**src/rtl/reg_bank_top.sv**
```systemverilog
`default_nettype none
// ============================================================================
// Module      : reg_bank_top
// Description : NUM_REGS x DATA_W register bank. It has a synchronous
//               single-port write and a combinational, read_en-gated read.
// Revision    : 1.0 - initial release
// ============================================================================
module reg_bank_top #(
    parameter int NUM_REGS = 14,
    parameter int DATA_W   = 16,
    parameter int ADDR_W   = 4
) (
    input  logic              clk,
    input  logic              rst,
    input  logic              write_en,
    input  logic              read_en,
    input  logic [ADDR_W-1:0] addr,
    input  logic [DATA_W-1:0] data_in,
    output logic [DATA_W-1:0] data_out
);

    logic [DATA_W-1:0] rd_vec [NUM_REGS];

    // Each register matches its own index on all address bits. Addresses at or
    // above NUM_REGS match no register, so writes to them are dropped.
    for (genvar i = 0; i < NUM_REGS; i++) begin : g_reg
        localparam logic [ADDR_W-1:0] C_IDX = ADDR_W'(i);

        logic [DATA_W-1:0] reg_d;
        logic [DATA_W-1:0] reg_q;

        always_comb begin
            reg_d = reg_q;
            if (write_en && (addr == C_IDX)) begin
                reg_d = data_in;
            end
        end

        always_ff @(posedge clk) begin
            if (rst) begin
                reg_q <= '0;
            end else begin
                reg_q <= reg_d;
            end
        end

        assign rd_vec[i] = reg_q;
    end

    always_comb begin
        data_out = '0;
        if (read_en) begin
            for (int j = 0; j < NUM_REGS; j++) begin
                if (addr == ADDR_W'(j)) begin
                    data_out = rd_vec[j];
                end
            end
        end
    end

endmodule
`default_nettype wire

```
**config.mk**
```make
export PLATFORM = sky130hd
export DESIGN_NAME = reg_bank_top
export DESIGN_NICKNAME = d
export VERILOG_FILES = /design/src/rtl/reg_bank_top.sv
export SDC_FILE = /design/constraint.sdc
export NUM_CORES = 1
export LEC_CHECK = 0
export BUFFER_PORTS_ARGS = -buffer_cell sky130_fd_sc_hd__buf_2
export CELL_PAD_IN_SITES_DETAIL_PLACEMENT = 0
export CELL_PAD_IN_SITES_GLOBAL_PLACEMENT = 2
export CORE_MARGIN = 2
export CORE_UTILIZATION = 39
export CTS_CLUSTER_DIAMETER = 150
export DETAILED_ROUTE_END_ITERATION = 16
export PLACE_DENSITY_LB_ADDON = 0.1
export SLEW_MARGIN = 20
export SYNTH_ARGS = -nofsm -noshare
export SYNTH_HDL_FRONTEND = slang
export SYNTH_SLANG_ARGS = --single-unit
```
**constraint.sdc**
```tcl
create_clock -name clk -period 2.6 [get_ports clk]
set_input_delay 0.13 -clock clk [delete_from_list [all_inputs] [get_ports clk]]
set_output_delay 0.13 -clock clk [all_outputs]
set_load 0.02 [all_outputs]
```
# Word-level counts from Yosys, hierarchy flattened
# Index checks and enable logic that the tools add are counted.
[word_totals] register_bits=224 inputBits=24 output_inout_bits=16 word_cells=57
[op_classes] eq_ne=13 mux=15 n_reduce_logical=15
[op_table] cell="$mux 16" n=15
[op_table] cell="$eq 4x4->1 const B" n=6
[op_table] cell="$eq 4x3->1 const B" n=4
[op_table] cell="$logic_and 1x1->1" n=14
[op_table] cell="$eq 4x2->1 const B" n=2
[op_table] cell="$eq 4x1->1 const B" n=1
[op_table] cell="$logic_not 4->1" n=1

# Depth between registers and ports, before layout
# Gate-level depths: netlist of the first run.
[depth] ltp_word=16 mapped_depth=8 depth_no_buf=5

# Worst setup path after synthesis of the first run
# No wires, ideal clock.
[synth_path] path_type="input to output" start="in addr[2]" end="out data_out[10]" t_arrival_ns=1.718 required_ns=2.470 path_slack_ns=0.752 stages=6 path_buffers=2 path_cell_list="buf_4 -> or3_4 -> buf_6 -> o221ai_1 -> a222oi_1 -> a221oi_1"
[synth_between] elab_chain_len=16 word_cells_on_any_way=29 cone_classes="13 x eq/ne; 15 x mux; 1 x reduce/logical"
[synth_lines] element="start: declaration" line="17" rtl="input logic [ADDR_W-1:0] addr,"
[synth_lines] element="$logic_not 4->1" line="54" rtl="if (addr == ADDR_W'(j)) begin"
[synth_lines] element="$mux 16 (13 in series)" line="54"
[synth_lines] element="$mux 16 *" line="54"
[synth_lines] element="$mux 16 *" line="52" rtl="if (read_en) begin"
[synth_lines] element="end: declaration" line="19" rtl="output logic [DATA_W-1:0] data_out"
# Every way passes the cells marked *; elsewhere a longest branch is shown, timed or not.

# Worst setup path after layout of the first run
[layout_path] start="reg g_reg[6].reg_q[9]" end="out data_out[9]"
[layout_between] elab_chain_len=9
[layout_lines] element="start: declaration" line="30" rtl="logic [DATA_W-1:0] reg_q;"
[layout_lines] element="start signal: assignment" line="43" rtl="reg_q <= reg_d;"
[layout_lines] element="$mux 16 (8 in series)" line="54"
[layout_lines] element="$mux 16" line="52"
# No other way between the ends.

==> impl_results.md, run 1 <==
- Status: complete, no violations
- Final hold vios: 0
- Leak pwr: approximately 0.0039 uW
- Max cap viols: 0
- Final Setup Violations: 0
- Req. time, crit path: 2470 ps
- Worst setup EP type: output pin
- Flop2flop setup slack: 1900 ps
- Share of cells above drive strength 1: about 12%
- Syn avg cell area: around 7.5 um2
- H-tree Lvls: 1
- Category of the most critical setup path: register to output pin
- Final worst-path cycle share: 99.5%
- Gr usage total: 28.0%
- Slew at the pin closest to its max-slew limit: slightly below 1000 ps
- Post-synth EDFFs: 0
- Final #Nets: ~1400
- Post-DP Area: 0.0109 mm2
- RSZ-0062 raised after global routing: false
- Largest Register: g.reg_q
- WL final: 39800 um
- Vias per Instance: 5.60
- Drt pass-1 iters: 5
- Final HPWL DP: 27000 um
- Commonest non-fill, non-tap cells in the layout: nand2_1, a21oi_1, dfxtp_1, buf_4, o21ai_0
- Synth Cell Area: 0.0103 mm2
- Clock root cell: clkbuf_16
- Vias in the first global route: 9458
- Die H: around 170 um
- Pwr Density: 665 mW/mm2
- Largest net degree at the start of global routing: 79
- Sink Count: 224
- Max clock buf depth: 3
- Final min period: 2590 ps
- Synth Register Bits: 224
- Gp weighted congestion: 0.895
- Startpoint Class: register
- Clk_skew: 0 ps
- TNS Setup: 0 ps
- Arr. time, crit path: roughly 2500 ps
- Relative max-transition margin: 35.7%
- Max FFs per register: 224
- CTS tree: built
- Num ports: 40
- Synth unique cells: around 60
- Total gr overflow: 0
- Worst VDD drop: 576 uV
- Via count: 9786
- Initial antenna violation count: 0
- Area growth, synth to finish: 13.5%
- Initial DRC count: 922
- Area of the die: around 0.028 mm2
- ANT nets after route: 0
- Largest regs: g.reg_q x224
- Post-synthesis async set-or-reset flop share: 0%
- Initial Util: 39.7%
- Seq/Total Area, Yosys: 43.5%
- Clock Pin Slew Worst Setup and Hold Paths: 60 ps
- DR DRC count: 0
- Max-slew violations: 0
- Fillers: 2653
- Skew-Pair Late Insertion Delay: 520 ps
- CTS resizes: 0
- Critical Path Fanout Max: 3
- Tightest Hold Check Type: primary input to register
- Predominant post-synthesis flop cell: dfxtp_1
- CTS buffer count: 26
- Post-synth net total: 1407
- Syn Inst Count: 1383
- Max Freq: 0.386 GHz
- # diodes: 0
- Final Instance Area: 0.0117 mm2
- IO Port Bufs: 39
- Most common cell after layout, fill and taps aside: nand2_1
- Post-CTS setup buffer count: 0
- Core Area: 0.0260 mm2
- DIE WIDTH: ~170 um
- Yosys warnings: 0
- Post-DR wirelength/cell: 22.8 um
- First-pass GRT wire length: 59700 um
- Rows: 59
[critical path: stages, from the launching register on]
cell and delay (ps):
dfxtp_1 380, mux2i_1 120, o21ai_0 320, a222oi_1 170, a221oi_1 640, buf_2 280
[final cells by class]
cell class	instances	area, um2	area share [%]
inverters	5	18.8	0.160
flip-flops and latches	224	4480	38.3
clock buffers	39	761	6.50
multi-input cells	1032	5220	44.6
well taps	335	419	3.58
clock inverters	7	63.8	0.545
repair buffers	105	742	6.34
[power breakdown]
| part | internal (uW) | switching (uW) |
|---|---|---|
| Sequential | 3480 | 27.6 |
| Combinational | 191 | 487 |
| Clock | 2110 | 1490 |
| Total | 5780 | 2000 |
[timing repair]
action                     CTS  global route
hold endpoints to repair    21             0
setup endpoints to repair    0             0
hold buffers                 2             0
[cells by family after synthesis]
kind of cell / count (synthesis) / synth area share [%]
flip-flops: 224 / 43.5
multiplexers: 42 / 4.49
AND/OR/NAND/NOR: 600 / 24.1
AO/OA/AOI/OAI: 390 / 22.0
buffers and inverters: 127 / 5.96
[layer usage]
layer  routed length [um]  up-vias  GRT usage (%)
li1                     -     4713              -
met4                 1290        0           9.22
met5                    0        -              0
met3                 2180       65           3.28
met1                16900     4748           36.5
met2                19500      260           48.2
[per-stage QoR]
step / cells / utilization, % / power [uW] / worst slack, ps / hold slack (ps)
floorplan: 1383 / - / 3980 / 752 / 266
global placement: 1699 / 41.8 / 4250 / 153 / 438
detailed placement: 1699 / 41.8 / 4250 / 146 / 444
CTS: 1747 / 45.0 / 7830 / 40.7 / 6.77
global route: 1747 / 45.0 / 8000 / 13.6 / 37.1
finish: 1747 / 45.0 / 7780 / 12.4 / 19.0
[synth_stat cells, types with 6 or more instances]
cell type / number / area (um2)
a21boi_0: 9 / 67.6
a21oi_1: 247 / 1240
a221oi_1: 11 / 96.3
a222oi_1: 7 / 70.1
a22oi_1: 10 / 75.1
buf_2: 31 / 155
buf_4: 14 / 105
buf_6: 6 / 67.6
clkbuf_1: 69 / 259
dfxtp_1: 224 / 4480
mux2i_1: 35 / 350
nand2_1: 489 / 1840
nand2b_1: 7 / 43.8
nand3_1: 16 / 80.1
nor2_1: 37 / 139
nor2_2: 7 / 43.8
nor2b_1: 6 / 37.5
nor3_1: 6 / 30.0
o21ai_0: 49 / 245
o221ai_1: 13 / 114
o22ai_1: 10 / 62.6
o2bb2ai_1: 11 / 96.3
[path summary, 6_finish.rpt]
check | startpoint | endpoint | cells after the start
setup / recovery | g_reg[6].reg_q[9] | data_out[9] | 5
hold / removal | rst | g_reg[13].reg_q[11] | 2
setup reg to reg | g_reg[12].reg_q[13] | g_reg[12].reg_q[13] | 2
hold reg to reg | g_reg[1].reg_q[0] | g_reg[1].reg_q[0] | 2
No activity file was read; power rests on OpenSTA's default activity.
==> run 2: changes to the inputs <==
--- a/config.mk
+++ b/config.mk
@@ -5,11 +5,13 @@
 export SDC_FILE = /design/constraint.sdc
 export NUM_CORES = 1
 export LEC_CHECK = 0
+export ABC_AREA = 1
 export BUFFER_PORTS_ARGS = -buffer_cell sky130_fd_sc_hd__buf_2
 export CELL_PAD_IN_SITES_DETAIL_PLACEMENT = 0
 export CELL_PAD_IN_SITES_GLOBAL_PLACEMENT = 2
 export CORE_MARGIN = 2
 export CORE_UTILIZATION = 39
+export CTS_BUF_LIST = sky130_fd_sc_hd__clkbuf_8
 export CTS_CLUSTER_DIAMETER = 150
 export DETAILED_ROUTE_END_ITERATION = 16
 export PLACE_DENSITY_LB_ADDON = 0.1
==> run 2 against run 1 <==
- combinational power shrank 14%
- maximum frequency grew 19%
- clock skew is the same
- worst hold slack gained 15 ps
- via count shrank 1.7%
- global-route usage shrank 4.2 points
- utilization shrank 0.73 points
- sequential power is essentially flat
- first-iteration DRC count shrank 18%
- die area shrank 1.6%
- synthesized cell count grew 7.4%
- register-to-register slack gained 20 ps
- largest cell class unchanged
==> impl_results.md, run 2 <==
- Post-synthesis async set-or-reset flop share: 0%
- Post-synth net total: 1510
- Flop2flop setup slack: 1920 ps
- Area leader, netlist: dfxtp_1
- Largest Register: g.reg_q
- Util after Layout: 44.3%
- Max-slew violations: 0
- Leak pwr: 0.00422 uW
- RSZ-0062 raised after global routing: false
- Startpoint Class: register
- Critical Path Fanout Max: 2
- Core Area: 0.0258 mm2
- Most frequent cell after synthesis: nand2_1
- Slew at the pin closest to its max-slew limit: 885 ps
- Ranking of synthesized cells by area: dfxtp_1, nand2_1, nand3_1
- Gp weighted congestion: 0.823
- TNS Setup: 0 ps
- Sink Count: 224
- Initial antenna violation count: 0
- IO Port Bufs: 39
- DIE WIDTH: ~170 um
- Arr. time, crit path: 2040 ps
- Largest regs: g.reg_q x224
- Req. time, crit path: between 2000 and 2500 ps
- Family with the most delay on the worst path: simple AND/OR/NAND/NOR gates
- Clk_skew: 0 ps
- Worst-path cell chain: nand3_1, nand3_1, nand2_1, nand2_1, nand2_1, nand3_1, nand2_1, nand4_1, nand2_1, a21oi_1, buf_2
- Post-synth EDFFs: 0
- Die H: 165 um
- Final HPWL DP: between 20000 and 25000 um
- Worst VDD drop: 401 uV
- Syn avg cell area: between 6 and 7 um2
- First-pass GRT wire length: 51000 um
- Synth unique cells: 18
- Synth Cell Area: 0.0101 mm2
- Final min period: between 2000 and 2500 ps
- Tightest Hold Check Type: primary input to register
- Total gr overflow: 0
- CTS resizes: 0
- Max Freq: approximately 0.46 GHz
- Max FFs per register: 224
- Predominant post-synthesis flop cell: dfxtp_1
- ANT nets after route: 0
- H-tree Lvls: 2
- DR DRC count: 0
- Layout Cells excl Fill: approximately 1900
- Final #Nets: 1521
- Worst setup EP type: output pin
- Syn Inst Count: about 1500
- Clock root cell: clkbuf_8
- Crit path largest cell delay: 360 ps
- WL final: 32300 um
- Synth top area share: 44.2%
- Critical-path top delay cell: dfxtp_1
- Final worst-path cycle share: between 80% and 90%
- Rows: 59
- Area of the die: 0.0273 mm2
- WP buf/inv: 1
- Clock Pin Slew Worst Setup and Hold Paths: around 60 ps
- CTS tree: built
- Initial Util: 39.3%
- # diodes: 0
- Num ports: 40
- Post-DR wirelength/cell: around 17 um
- Relative max-transition margin: 40.9%
- Crit-path most repeated cell: nand2_1
- Status: complete, no violations
- Yosys warnings: 0
- Via count: between 9000 and 10000
- Most common cell after layout, fill and taps aside: nand2_1
- Share of cells above drive strength 1: 10.3%
- Top cells by count, synth: nand2_1, dfxtp_1, nand3_1
- Largest net degree at the start of global routing: 80
- Pwr Density: 631 mW/mm2
- Cells after DPL: 1789
- Max cap viols: 0
- Category of the most critical setup path: register to output pin
- Vias in the first global route: 8966
- Synth Register Bits: 224
- Area growth, synth to finish: 12.8%
- Skew-Pair Late Insertion Delay: 530 ps
- Final hold vios: 0
- Final Setup Violations: 0
- Post-CTS setup buffer count: 0
- Seq/Total Area, Yosys: 44.2%
- Commonest non-fill, non-tap cells in the layout: nand2_1, dfxtp_1, nand3_1, a21oi_1, inv_1
- Fin Hold WS: approximately 34 ps
- Drt pass-1 iters: 5
- CTS Hold Buffers Added: 0
- Vias per Instance: between 5 and 6
- CTS buffer count: just over 40
- Gr usage total: 23.8%
- Max clock buf depth: 3
- Initial DRC count: approximately 750
## run 2: cells by family after synthesis
kind of cell | after synthesis | share of synthesized area [%]
AND/OR/NAND/NOR | 739 | 30.9
buffers and inverters | 250 | 9.83
flip-flops | 224 | 44.2
AO/OA/AOI/OAI | 273 | 15.0
## run 2: metrics by stage
step / setup WS, ps / cell area, um2 / total power (uW)
floorplan: 1100 / 10100 / 3930
global placement: 477 / 10700 / 4160
detailed placement: 528 / 10700 / 4160
CTS: 381 / 11400 / 7330
global route: 244 / 11400 / 7550
finish: 427 / 11400 / 7230
## run 2: routing by layer
| metal | track usage [%] | share of wire (%) |
|---|---|---|
| met1 | 34.3 | 49 |
| met2 | 36.9 | 45 |
| met3 | 3.42 | 3.7 |
| met4 | 6.70 | 1.9 |
| met5 | 0 | 0 |
## run 2: power by group
| group | leakage, uW | switching [uW] | internal [uW] |
|---|---|---|---|
| Sequential | 0.00181 | 20.0 | 3490 |
| Clock | 0.000434 | 1430 | 1710 |
| Combinational | 0.00198 | 437 | 145 |
| Total | 0.00422 | 1880 | 5340 |
## run 2: path summary, 6_finish.rpt
path,to,cells past startpoint,startpoint
setup / recovery,data_out[12],11,g_reg[0].reg_q[12]
hold / removal,g_reg[12].reg_q[13],3,data_in[13]
setup reg to reg,g_reg[5].reg_q[0],2,g_reg[5].reg_q[0]
hold reg to reg,g_reg[13].reg_q[0],2,g_reg[13].reg_q[0]
## run 2: worst min-delay path: stages
cell     delay (ps)
buf_2           210
nand3_1         120
a21oi_1          60
## run 2: final cells by class
type                       count  area (um2)
fill                        2764       14400
multi-input combinational   1012        4680
sequential                   224        4480
clock buffer                  50         688
timing repair buffer          91         644
inverter                     127         477
tap                          335         419
clock inverter                15        60.1
==> run 3: changes to the inputs <==
--- a/config.mk
+++ b/config.mk
@@ -5,12 +5,12 @@
 export SDC_FILE = /design/constraint.sdc
 export NUM_CORES = 1
 export LEC_CHECK = 0
-export ABC_AREA = 1
+export ABC_AREA = 0
 export BUFFER_PORTS_ARGS = -buffer_cell sky130_fd_sc_hd__buf_2
 export CELL_PAD_IN_SITES_DETAIL_PLACEMENT = 0
 export CELL_PAD_IN_SITES_GLOBAL_PLACEMENT = 2
 export CORE_MARGIN = 2
-export CORE_UTILIZATION = 39
+export CORE_UTILIZATION = 34
 export CTS_BUF_LIST = sky130_fd_sc_hd__clkbuf_8
 export CTS_CLUSTER_DIAMETER = 150
 export DETAILED_ROUTE_END_ITERATION = 16
==> constraint.sdc (replaced) <==
create_clock -name clk -period 1.9 [get_ports clk]
set_input_delay 0.095 -clock clk [delete_from_list [all_inputs] [get_ports clk]]
set_output_delay 0.095 -clock clk [all_outputs]
set_load 0.02 [all_outputs]
==> run 3 against run 2 <==
- the flow now finishes with violations (negative setup slack)
- total power increased by 47%
- worst setup slack got worse by 780 ps
- first-iteration DRC count increased by 3.4%
- sequential power is 37% higher
- sequential cell count is the same
- combinational power grew 110%
- final area grew 18%
==> impl_results.md, run 3 (same netlist as run 1, synthesis figures left out) <==
- Critical Path Fanout Max: 3
- WHS Path Cells: 3
- Max FFs per register: 224
- Most common cell after layout, fill and taps aside: nand2_1
- Startpoint Class: register
- Routed wl met2: 21100 um
- Setup WS pre-CTS: -205 ps
- Die H: 178 um
- Total gr overflow: 0
- Max cap viols: 0
- Final HPWL DP: between 20000 and 30000 um
- Largest net degree at the start of global routing: 44
- Final Setup Violations: 14
- IO Port Bufs: 39
- Commonest non-fill, non-tap cells in the layout: nand2_1, a21oi_1, dfxtp_1, buf_4, clkbuf_8
- Post-DR wirelength/cell: 22.2 um
- FF/Latch Area: 0.00453 mm2
- Max Used Layer: met4
- Vias in the first global route: 9863
- Sw frac: between 20 and 30%
- Met3 WL: 1770 um
- Skew-Pair Late Insertion Delay: ~550 ps
- Leak pwr: 0.00465 uW
- Share of cells above drive strength 1: 24.5%
- Sink Count: 224
- Status: finished, violations left
- Area growth, synth to finish: 30.6%
- Final #Nets: 1538
- Internal power: roughly 7700 uW
- Category of the most critical setup path: register to output pin
- Worst setup EP type: output pin
- Worst VDD drop: 445 uV
- Final min period: 2250 ps
- Relative max-transition margin: 65.8%
- Pwr Density: a little under 800 mW/mm2
- Max Freq: 0.445 GHz
- Clock power frac: 43.0%
- RSZ-0062 raised after global routing: true
- Worst-path cell chain: mux2i_2, o21ai_0, a222oi_1, buf_4, a221oi_4, buf_6
- Req. time, crit path: 1800 ps
- Drt pass-1 iters: 5
- Slew at the pin closest to its max-slew limit: just over 500 ps
- Initial DRC count: slightly below 800
- CTS buffer count: 42
- WL final: 42900 um
- Core Area: about 0.030 mm2
- DR DRC count: 0
- First-pass GRT wire length: 63900 um
- Area of the die: 0.0317 mm2
- Initial Util: between 30% and 40%
- Max clock buf depth: 3
- Initial antenna violation count: 0
- DIE WIDTH: 178 um
- Fillers: roughly 3000
- Vias per Instance: around 5.3
- Cells on worst reg2reg path: 3
- Wl on met1: 19000 um
- Final hold vios: 0
- Share of power burned in combinational logic: 11.7%
- Num ports: 40
- Largest Register: g.reg_q
- PnR worst setup slack: -348 ps
- Critical-path top delay cell: a222oi_1
- Part of the power in registers: a little under half
- CTS tree: built
- Total Power: 10600 uW
- Clock Pin Slew Worst Setup and Hold Paths: around 60 ps
- Via count: slightly above 10000
- ANT nets after route: 0
- Crit path largest cell delay: 500 ps
- Rows: 63
- Gp weighted congestion: 0.893
- Gr usage total: 27.2%
- Final worst-path cycle share: 118%
- Clock root cell: clkbuf_8
- NetSw: 2930 uW
- Arr. time, crit path: 2150 ps
- TNS Setup: -2320 ps
- Tightest Hold Check Type: primary input to register
- H-tree Lvls: 2
- Violated checks: negative setup slack
- Largest regs: g.reg_q x224
- Multi-input logic area: 0.00568 mm2
- Max-slew violations: 0
- Clk_skew: 0 ps
- # diodes: 0
## run 3: cell types whose count changed in the layout (fill, tap and decap cells not counted), sizes merged, moves of 17 or more
cell / delta
nand2: +104
nand4: -30
inv: -120
mux2i: +35
a21oi: +70
a211oi: -63
nor2: -59
nand3: -196
o21ai: +17
buf: +102
## run 3: final timing paths
kind,startpoint,to,slack (ps)
max,g_reg[6].reg_q[6],data_out[6],-350
min,data_in[9],g_reg[0].reg_q[9],30
max reg2reg,g_reg[10].reg_q[13],g_reg[10].reg_q[13],760
min reg2reg,g_reg[13].reg_q[4],g_reg[13].reg_q[4],450
## run 3: per-layer routing
metal / vias to the layer above / track usage, %
met2: 241 / 46.8
met5: - / 0
li1: 4967 / -
met1: 4994 / 36.1
met3: 64 / 3.11
met4: 0 / 7.00
## run 3: final cells by class
class,count,area share [%]
timing repair buffer,209,14.5
inverter,5,0.139
multi-input combinational,1032,42.2
clock buffer,52,5.31
sequential,224,33.6
clock inverter,18,0.595
tap,390,3.62
## run 3: critical path: cells and delay by family (launching register included)
family                 cells  cell delay (ps)
DFF                        1              350
muxes                      1              200
AOI/OAI and AO/OA          3              680
buffers and inverters      2              370
## run 3: metrics by stage
stage	instance area, um2	utilization [%]	hold slack (ps)	std cells
finish	13500	45.3	26.1	1930
floorplan	10300	-	231	1383
global route	13500	45.3	12.4	1930
detailed placement	11900	40.1	444	1844
global placement	11900	40.1	439	1844
CTS	13300	44.8	6.14	1930
## run 3: power groups by stage
stage                     combinational [uW]  sequential [uW]  clock [uW]
after global placement                  1110             4900           0
after floorplan                          562             4880           0
after detailed placement                1110             4900           0
after CTS                               1210             4800        4660
after global routing                    1310             4800        4900
final                                   1240             4800        4560
## run 3: timing repair
action	in CTS	in global routing
setup endpoints to repair	16	17
hold endpoints to repair	177	0
setup buffers	5	1
pin swaps	30	24
hold buffers	16	0
cloned	0	0
gates resized for setup	121	46
